## src/rtl/pid_steering_controller.sv

```systemverilog
// pid_steering_controller
// Per-frame fixed-point PID steering controller. Each accepted line-error frame
// runs a five-state pipeline (IDLE/LOAD/MUL/SUM/OUT) and publishes a new signed
// steer value plus differential wheel speeds with a one-cycle cmd_valid pulse.
// Consecutive empty frames (end_of_line rises) eventually declare the path lost,
// stop both wheels and clear the controller history.
module pid_steering_controller #(
  parameter int KP          = 64,
  parameter int KI          = 2,
  parameter int KD          = 32,
  parameter int SHIFT       = 8,
  parameter int ERR_CLAMP   = 511,
  parameter int I_LIMIT     = 4096,
  parameter int BASE_SPEED  = 160,
  parameter int OUT_MAX     = 255,
  parameter int LOST_FRAMES = 4
) (
  input  logic               clk,
  input  logic               reset,
  input  logic signed [31:0] error,
  input  logic               error_ready,
  input  logic               end_of_line,
  output logic signed [15:0] steer,
  output logic [7:0]         left_speed,
  output logic [7:0]         right_speed,
  output logic               cmd_valid,
  output logic               lost_line
);

  localparam logic signed [31:0] KP_S     = 32'(KP);
  localparam logic signed [31:0] KI_S     = 32'(KI);
  localparam logic signed [31:0] KD_S     = 32'(KD);
  localparam logic signed [31:0] ERR_HI   = 32'(ERR_CLAMP);
  localparam logic signed [31:0] ERR_LO   = 32'(-ERR_CLAMP);
  localparam logic signed [31:0] INT_HI   = 32'(I_LIMIT);
  localparam logic signed [31:0] INT_LO   = 32'(-I_LIMIT);
  localparam logic signed [31:0] OUT_HI   = 32'(OUT_MAX);
  localparam logic signed [31:0] OUT_LO   = 32'(-OUT_MAX);
  localparam logic signed [31:0] BASE_S   = 32'(BASE_SPEED);
  localparam logic [7:0]         LOST_C   = 8'(LOST_FRAMES);

  typedef enum logic [2:0] {
    S_IDLE,
    S_LOAD,
    S_MUL,
    S_SUM,
    S_OUT
  } state_t;

  state_t r_state;
  state_t w_state_next;

  // edge detection
  logic r_er_prev;
  logic r_eol_prev;
  logic w_er_rise;
  logic w_eol_rise;

  // datapath
  logic signed [31:0] r_e;
  logic signed [31:0] r_e_prev;
  logic signed [31:0] r_d;
  logic signed [31:0] r_integ;
  logic signed [31:0] r_pp;
  logic signed [31:0] r_pi;
  logic signed [31:0] r_pd;
  logic signed [15:0] r_u;
  logic signed [31:0] w_u_ext;
  logic [7:0]         r_lost_cnt;

  // outputs
  logic signed [15:0] r_steer;
  logic [7:0]         r_left;
  logic [7:0]         r_right;
  logic               r_cmd_valid;
  logic               r_lost_line;

  // Generic signed saturation to [lo, hi].
  function automatic logic signed [31:0] sat32(input logic signed [31:0] v,
                                               input logic signed [31:0] lo,
                                               input logic signed [31:0] hi);
    if (v < lo) begin
      return lo;
    end else if (v > hi) begin
      return hi;
    end else begin
      return v;
    end
  endfunction

  // Steer clamp to +/-OUT_MAX, narrowed to the 16-bit steer width.
  function automatic logic signed [15:0] clamp_steer(input logic signed [31:0] v);
    logic signed [31:0] t;
    t = sat32(v, OUT_LO, OUT_HI);
    return t[15:0];
  endfunction

  // Wheel speed clamp to 0..OUT_MAX, narrowed to 8 bits.
  function automatic logic [7:0] clamp_speed(input logic signed [31:0] v);
    logic signed [31:0] t;
    t = sat32(v, 32'sd0, OUT_HI);
    return t[7:0];
  endfunction

  assign w_er_rise  = error_ready & ~r_er_prev;
  assign w_eol_rise = end_of_line & ~r_eol_prev;
  assign w_u_ext    = 32'(r_u);

  // State register.
  always_ff @(posedge clk) begin
    if (!reset) begin
      r_state <= S_IDLE;
    end else begin
      r_state <= w_state_next;
    end
  end

  // Next-state logic: an empty frame has priority and never starts a computation.
  always_comb begin
    w_state_next = r_state;
    unique case (r_state)
      S_IDLE: begin
        if (!w_eol_rise && w_er_rise) begin
          w_state_next = S_LOAD;
        end
      end
      S_LOAD:  w_state_next = S_MUL;
      S_MUL:   w_state_next = S_SUM;
      S_SUM:   w_state_next = S_OUT;
      S_OUT:   w_state_next = S_IDLE;
      default: w_state_next = S_IDLE;
    endcase
  end

  // Edge-detect history, PID datapath, lost-path tracking and output registers.
  always_ff @(posedge clk) begin
    if (!reset) begin
      r_er_prev   <= 1'b0;
      r_eol_prev  <= 1'b0;
      r_e         <= '0;
      r_e_prev    <= '0;
      r_d         <= '0;
      r_integ     <= '0;
      r_pp        <= '0;
      r_pi        <= '0;
      r_pd        <= '0;
      r_u         <= '0;
      r_lost_cnt  <= '0;
      r_steer     <= '0;
      r_left      <= '0;
      r_right     <= '0;
      r_cmd_valid <= 1'b0;
      r_lost_line <= 1'b0;
    end else begin
      r_er_prev   <= error_ready;
      r_eol_prev  <= end_of_line;
      r_cmd_valid <= 1'b0;
      unique case (r_state)
        S_IDLE: begin
          if (w_eol_rise) begin
            if (r_lost_cnt < LOST_C) begin
              r_lost_cnt <= r_lost_cnt + 8'd1;
              if (r_lost_cnt == LOST_C - 8'd1) begin
                // Path declared lost: stop, forget history, announce once.
                r_lost_line <= 1'b1;
                r_steer     <= '0;
                r_left      <= '0;
                r_right     <= '0;
                r_integ     <= '0;
                r_e_prev    <= '0;
                r_cmd_valid <= 1'b1;
              end
            end
          end else if (w_er_rise) begin
            r_e <= sat32(error, ERR_LO, ERR_HI);
          end
        end
        S_LOAD: begin
          r_integ  <= sat32(r_integ + r_e, INT_LO, INT_HI);
          r_d      <= r_e - r_e_prev;
          r_e_prev <= r_e;
        end
        S_MUL: begin
          r_pp <= KP_S * r_e;
          r_pi <= KI_S * r_integ;
          r_pd <= KD_S * r_d;
        end
        S_SUM: begin
          r_u <= clamp_steer((r_pp + r_pi + r_pd) >>> SHIFT);
        end
        S_OUT: begin
          r_steer     <= r_u;
          r_left      <= clamp_speed(BASE_S - w_u_ext);
          r_right     <= clamp_speed(BASE_S + w_u_ext);
          r_cmd_valid <= 1'b1;
          r_lost_cnt  <= '0;
          r_lost_line <= 1'b0;
        end
        default: begin
          r_lost_cnt <= r_lost_cnt;
        end
      endcase
    end
  end

  assign steer       = r_steer;
  assign left_speed  = r_left;
  assign right_speed = r_right;
  assign cmd_valid   = r_cmd_valid;
  assign lost_line   = r_lost_line;

endmodule
```

## config.mk

```make
export PLATFORM = sky130hd
export DESIGN_NAME = pid_steering_controller
export DESIGN_NICKNAME = d
export VERILOG_FILES = /design/src/rtl/pid_steering_controller.sv
export SDC_FILE = /design/constraint.sdc
export NUM_CORES = 1
export LEC_CHECK = 0
export ABC_CLOCK_PERIOD_IN_PS = 4700
export BUFFER_PORTS_ARGS = -buffer_cell sky130_fd_sc_hd__buf_2
export CAP_MARGIN = 20
export CORE_ASPECT_RATIO = 0.75
export CORE_MARGIN = 2
export CORE_UTILIZATION = 46
export DETAILED_ROUTE_END_ITERATION = 7
export SLEW_MARGIN = 20
export SYNTH_ARGS = -nofsm -noshare
export SYNTH_HDL_FRONTEND = slang
export SYNTH_SLANG_ARGS = --single-unit
```

## constraint.sdc

```tcl
create_clock -name clk -period 4.7 [get_ports clk]
set_input_delay 0.235 -clock clk [delete_from_list [all_inputs] [get_ports clk]]
set_output_delay 0.235 -clock clk [all_outputs]
set_load 0.01 [all_outputs]
```

==> reports/results.ini, run 1 <==
[setup_path]
path_depth=16
required_ns=5.17
cp_top_family=simple AND/OR/NAND/NOR gates
rr_worst_depth=16
path_buf_inv=3
worst_path_most_repeated_cell=inv_1
cpPeakStageDelay_ns=0.53
cp_slowest_cell=fa_1
worstPathArrival_ns=4.81
end_kind=flop
setup.worst_path.start_class=flop
crit_fanout=8
path_cells=inv_1 -> fa_1 -> inv_1 -> ha_1 -> and4b_1 -> nor4_1 -> nor4b_1 -> buf_4 -> o21a_1 -> a2111oi_2 -> a311oi_1 -> or4b_1 -> or4_1 -> nand2_2 -> o21ai_0 -> a21oi_1
path_class=reg -> reg

[routing]
drtPass1Iterations=4
wire_per_inst_um=17.1
wl_um=39800
via_per_inst=5.71
antenna_left=0
num_vias=13331
drc=0
initialDrtViolationCount=1086

[die]
ioPinCount=70
start_util_pct=46.5
die_w_um=212
die_area_um2=34000
core_area_um2=32200
die_h_um=160
placementRows=57

[synth]
netlist_area_um2=15000
ys_warn_count=0
yosys.area.top_type_share_pct=34.9
synth-seq-cells=261
synthTopCellsByArea=dfxtp_1 (35%), nand2_1 (7.9%), ha_1 (7.4%)
synth_nets=2011
synth_edf_count=0
synthFlopType=dfxtp_1
syn_area_per_cell_um2=8.06
yosysTopAreaCell=dfxtp_1
async_flop_share_pct=0
yosysSeqAreaShare_pct=34.9
synthCells=1859
ys_types=82

[final_layout]
n_antenna_cell=0
fillCellCount=3205
final_common_cell=nand2_1
layout_common_cells=nand2_1 (315), dfxtp_1 (261), a21oi_1 (201), nor2_1 (150), ha_1 (89)
layout-drive-gt1-share_pct=8.98
multiInputGateArea_um2=9170
final_util_pct=51.5
area_growth_pct=10.7
stdcell_count=2336
nets=2027
seq_area_um2=5230

[grt]
grt.overflow.total=0
grt_max_degree=93
grt_pass1_wl_um=64600
grt_pass1_vias=12212
antenna_found_initial=1
track_usage_pct=23.2

[flow_run]
cap_violations=0

[status]
status=finished clean

[clock_tree]
cts_tree=yes
cts-resized-gates=0
htree_levels=1
clk_pin_slew_ns=0.07
cts_hold_buf=2
postCtsSetupBuffers=0
cts_sinks=261
cts_buffer_depth=3
cts_buffers=27
insertion_delay_ns=0.55
cts-root-buf=clkbuf_16

[pwr]
switching_share_pct=32.7
p_leak_nw=6.76
power_density_nw_per_um2=373
pwr-share-clk_pct=35.8
ir_drop_v=0.000288
pwr-share-comb_pct=24.2
cellInternalPower_mw=4.17
finalPower_mw=6.19
p_seq_share_pct=40.0
p_switching_mw=2.02

[place]
hpwlAfterDp_um=29200
gp_congestion=0.910
portBuffers=69
numPlacedInstances=2286

[timing]
fin_tns_setup_ns=0
max_slew_margin_pct=38.8
fin_crit_ns=4.34
setup_viol=0
worst_pin_slew_ns=0.918
max_freq_ghz=0.230
post-route-period-util_pct=92.4
fin_hold_ws_ns=0.0214
rsz0062_at_grt=false
drv_slew=0
finalHoldViolCount=0
finClkSkew_ns=0.0112

[min_path]
holdPathStages=3
hp-class=in -> reg

==> cells by family after synthesis <==
logic type | Yosys count | synth area share (%)
AO/OA/AOI/OAI | 530 | 22.9
flip-flops | 261 | 34.9
buffers and inverters | 160 | 4.13
multiplexers | 11 | 0.752
XOR/XNOR | 70 | 4.09
AND/OR/NAND/NOR | 710 | 22.1
adder cells (fa/ha/maj) | 117 | 11.1
==> registers in the layout (all words and copies together), names as in the netlist <==
| signal | flops |
|---|---|
| cmd_valid | 1 |
| left_speed | 8 |
| lost_line | 1 |
| r_d | 27 |
| r_e | 32 |
| r_e_prev | 27 |
| r_eol_prev | 1 |
| r_er_prev | 1 |
| r_integ | 32 |
| r_lost_cnt | 8 |
| r_pd | 27 |
| r_pi | 27 |
| r_pp | 26 |
| r_state | 3 |
| r_u | 16 |
| right_speed | 8 |
| steer | 16 |
==> area by class of cell <==
cell class	instances	share of cell area, %
clock inverter	16	1.06
tap	442	3.33
sequential	261	31.5
inverter	57	1.32
multi-input combinational	1438	55.3
clock buffer	32	4.43
timing repair buffer	90	3.06
==> power groups by stage <==
stage / clock network [mW] / registers [mW] / logic, mW
global route: 2.35 / 2.49 / 1.67
CTS: 2.26 / 2.47 / 1.49
finish: 2.22 / 2.48 / 1.50
floorplan: 0 / 2.46 / 1.14
detailed placement: 0 / 2.52 / 1.48
global placement: 0 / 2.52 / 1.46
==> worst paths after layout <==
path                  from       end  slack (ns)
setup / recovery   r_pp[7]    r_u[4]        0.36
hold / removal    error[2]    r_e[2]        0.02
setup reg to reg   r_pp[7]    r_u[4]        0.36
hold reg to reg    r_d[14]  r_pd[19]        0.45
==> routing by layer <==
layer / wire, um / global-route usage (%) / up-vias
li1: - / - / 6648
met4: 384 / 3.08 / 0
met3: 1850 / 3.38 / 33
met2: 17200 / 35.5 / 260
met5: 0 / 0 / -
met1: 20400 / 35.3 / 6390
==> synth_stat cells (5+ instances only) <==
| master | n |
|---|---|
| nand2_1 | 316 |
| dfxtp_1 | 261 |
| a21oi_1 | 202 |
| nor2_1 | 150 |
| clkbuf_1 | 90 |
| ha_1 | 89 |
| o21ai_0 | 68 |
| inv_1 | 56 |
| xnor2_1 | 53 |
| a22oi_1 | 46 |
| o21a_1 | 43 |
| a21o_1 | 35 |
| nand3_1 | 34 |
| fa_1 | 27 |
| nor3_1 | 26 |
| and3_1 | 24 |
| nor4_1 | 22 |
| nand4_1 | 20 |
| a31oi_1 | 18 |
| nand2b_1 | 18 |
| nor2b_1 | 17 |
| xor2_1 | 17 |
| and2_1 | 15 |
| a211oi_1 | 13 |
| or4_1 | 13 |
| o211ai_1 | 12 |
| a22o_1 | 11 |
| mux2i_1 | 9 |
| buf_1 | 8 |
| nand3b_1 | 8 |
| or2_2 | 8 |
| a311oi_1 | 7 |
| and4_1 | 7 |
| o21bai_1 | 7 |
| or3_1 | 7 |
| a2111oi_0 | 6 |
| a211o_1 | 6 |
| o2111ai_1 | 5 |
==> tightest hold or removal path: cells and delay by family <==
family                 cells  cell delay, ns
AOI/OAI and AO/OA          2            0.20
buffers and inverters      1            0.08
==> per-stage QoR <==
step           setup WS [ns]  area [um2]
2_1_floorplan          0.682       15000
3_3_place_gp           0.490       15700
3_5_place_dp           0.398       15700
4_1_cts                0.379       16600
5_1_grt                0.103       16600
6_report               0.359       16600
Power figures use the tool's default switching activity.
==> run 2, diff against run 1 <==
- ABC_CLOCK_PERIOD_IN_PS: 4700 -> 4400
- BUFFER_PORTS_ARGS: -buffer_cell sky130_fd_sc_hd__buf_2 -> default
- DONT_BUFFER_PORTS: default -> 1
- clock period: 4.7 -> 4.4 ns (I/O delays scaled with it)
==> reports/results.ini, run 2 (same netlist as run 1, synthesis figures left out) <==
[die]
die_area_um2=34000  ; unchanged
placementRows=57  ; unchanged
die_w_um=212  ; unchanged
core_area_um2=32200  ; unchanged
ioPinCount=70  ; unchanged
die_h_um=160  ; unchanged
start_util_pct=46.5  ; unchanged

[routing]
drc=0  ; unchanged
antenna_left=0  ; unchanged
wl_um=40500  ; was 39800 um
initialDrtViolationCount=1084  ; was 1086
num_vias=13338  ; was 13331
via_per_inst=5.82  ; was 5.71
drtPass1Iterations=5  ; was 4
wire_per_inst_um=17.7  ; was 17.1 um

[final_layout]
area_growth_pct=10.4  ; was 10.7%
stdcell_count=2292  ; was 2336
fin_area_um2=16500  ; was 16600 um2
final_common_cell=nand2_1  ; unchanged
largestRegisters=r_e x32, r_integ x32  ; unchanged
nets=1981  ; was 2027
layout_common_cells=nand2_1 (315), dfxtp_1 (261), a21oi_1 (200), nor2_1 (150), ha_1 (89)  ; was nand2_1 (315), dfxtp_1 (261), a21oi_1 (201), nor2_1 (150), ha_1 (89)
n_antenna_cell=0  ; unchanged
fillCellCount=3138  ; was 3205
layout-drive-gt1-share_pct=6.22  ; was 8.98%
final_util_pct=51.3  ; was 51.5%

[clock_tree]
cts_buffer_depth=3  ; unchanged
insertion_delay_ns=0.56  ; was 0.55 ns
cts_tree=yes  ; unchanged
htree_levels=1  ; unchanged
cts-root-buf=clkbuf_16  ; unchanged
cts_buffers=27  ; unchanged
clk_pin_slew_ns=0.06  ; was 0.07 ns
postCtsSetupBuffers=0  ; unchanged
cts_sinks=261  ; unchanged

[grt]
track_usage_pct=23.8  ; was 23.2%
antenna_found_initial=1  ; unchanged
grt_pass1_wl_um=65900  ; was 64600 um
grt_pass1_vias=12251  ; was 12212
grt.overflow.total=0  ; unchanged
grt_max_degree=112  ; was 93

[timing]
max_freq_ghz=0.238  ; was 0.230 GHz
post-route-period-util_pct=95.4  ; was 92.4%
fin_tns_setup_ns=0  ; unchanged
setup_ws_ns=0.202  ; was 0.359 ns
setup_viol=0  ; unchanged
max_slew_margin_pct=39.3  ; was 38.8%
fin_crit_ns=4.20  ; was 4.34 ns
worst_pin_slew_ns=0.910  ; was 0.918 ns
fin_hold_ws_ns=0.0761  ; was 0.0214 ns
drv_slew=0  ; unchanged
rsz0062_at_grt=false  ; unchanged
finalHoldViolCount=0  ; unchanged
finClkSkew_ns=0.0218  ; was 0.0112 ns

[pwr]
p_leak_nw=6.58  ; was 6.76 nW
power_density_nw_per_um2=402  ; was 373 nW/um2
finalPower_mw=6.64  ; was 6.19 mW
ir_drop_v=0.000298  ; was 0.000288 V

[min_path]
min_to=r_e[3]  ; was r_e[2]
hp-class=in -> reg  ; unchanged
holdCritStartpoint=error[31]  ; was error[2]
holdPathStages=3  ; unchanged

[place]
gp_congestion=0.877  ; was 0.910
hpwlAfterDp_um=29500  ; was 29200 um
place_ws_ns=-0.0307  ; was 0.398 ns
dpl_cell_area_um2=15400  ; was 15700 um2
portBuffers=0  ; was 69
numPlacedInstances=2227  ; was 2286

[setup_path]
r2r-start=r_pp[13]  ; was r_pp[7]
crit_fanout=8  ; unchanged
r2r_end=r_u[2]  ; was r_u[4]
worstPathArrival_ns=4.67  ; was 4.81 ns
required_ns=4.88  ; was 5.17 ns
ff2ff_setup_slack_ns=0.20  ; was 0.36 ns
rr_worst_depth=13  ; was 16
setup.worst_path.start_class=flop  ; unchanged
end_kind=flop  ; unchanged
path_class=reg -> reg  ; unchanged

[status]
status=finished clean  ; unchanged

[flow_run]
cap_violations=0  ; unchanged

run 2: cell count changes in the layout (fill, tap and decap cells not counted), moves of 2 or more:
cell	before	now
nor4_1	21	19
buf_2	69	0
clkbuf_1	1	5
clkinv_2	9	5
dlygate4sd3_1	2	15
buf_4	19	28
run 2: worst max path at each step:
stage / end / startpoint / depth (start not counted)
after floorplan: r_u[1] / r_pp[13] / 13
after global placement: r_u[7] / r_pp[7] / 15
after global routing: r_u[6] / r_pi[13] / 13
final: r_u[2] / r_pp[13] / 13
after detailed placement: r_u[7] / r_pp[7] / 15
after CTS: r_u[2] / r_pp[7] / 15
run 2: cell type report:
type | count | area (um2) | share of cell area [%]
inverter | 57 | 219 | 1.32
sequential | 261 | 5230 | 31.6
tap | 442 | 553 | 3.34
clock inverter | 13 | 156 | 0.946
timing repair buffer | 44 | 380 | 2.30
multi-input combinational | 1438 | 9240 | 55.9
clock buffer | 37 | 763 | 4.61
run 2: critical path, stage by stage (launching register included):
cell,delay (ns)
dfxtp_1,0.33
fa_1,0.48
ha_1,0.32
a21o_1,0.19
a21o_1,0.20
or4_4,0.54
o21a_2,0.26
a2111oi_4,0.34
a311oi_1,0.11
or4b_1,0.53
or4_4,0.44
nand2_4,0.12
o21ai_0,0.11
a21oi_1,0.16
run 2: where the power goes:
group / switching (mW) / leakage, nW / internal (mW)
sequential: 0.140 / 2.11 / 2.50
clock: 0.984 / 0.450 / 1.39
combinational: 1.03 / 4.02 / 0.597
total: 2.15 / 6.58 / 4.49
run 2: per-layer routing:
metal | part of all wire [%] | vias to the layer above | GRT usage [%]
met5 | 0 | - | 0
met4 | 1.5 | 0 | 3.81
met3 | 4.8 | 44 | 2.73
met2 | 43 | 295 | 35.8
met1 | 51 | 6427 | 36.7
li1 | - | 6572 | -
run 2: timing repair:
| action | 4_1_cts | 5_1_grt |
|---|---|---|
| setup endpoints to repair | 7 | 8 |
| hold endpoints to repair | 31 | 0 |
| gates resized for setup | 1 | 9 |
| pin swaps | 0 | 1 |
| hold buffers | 15 | 0 |
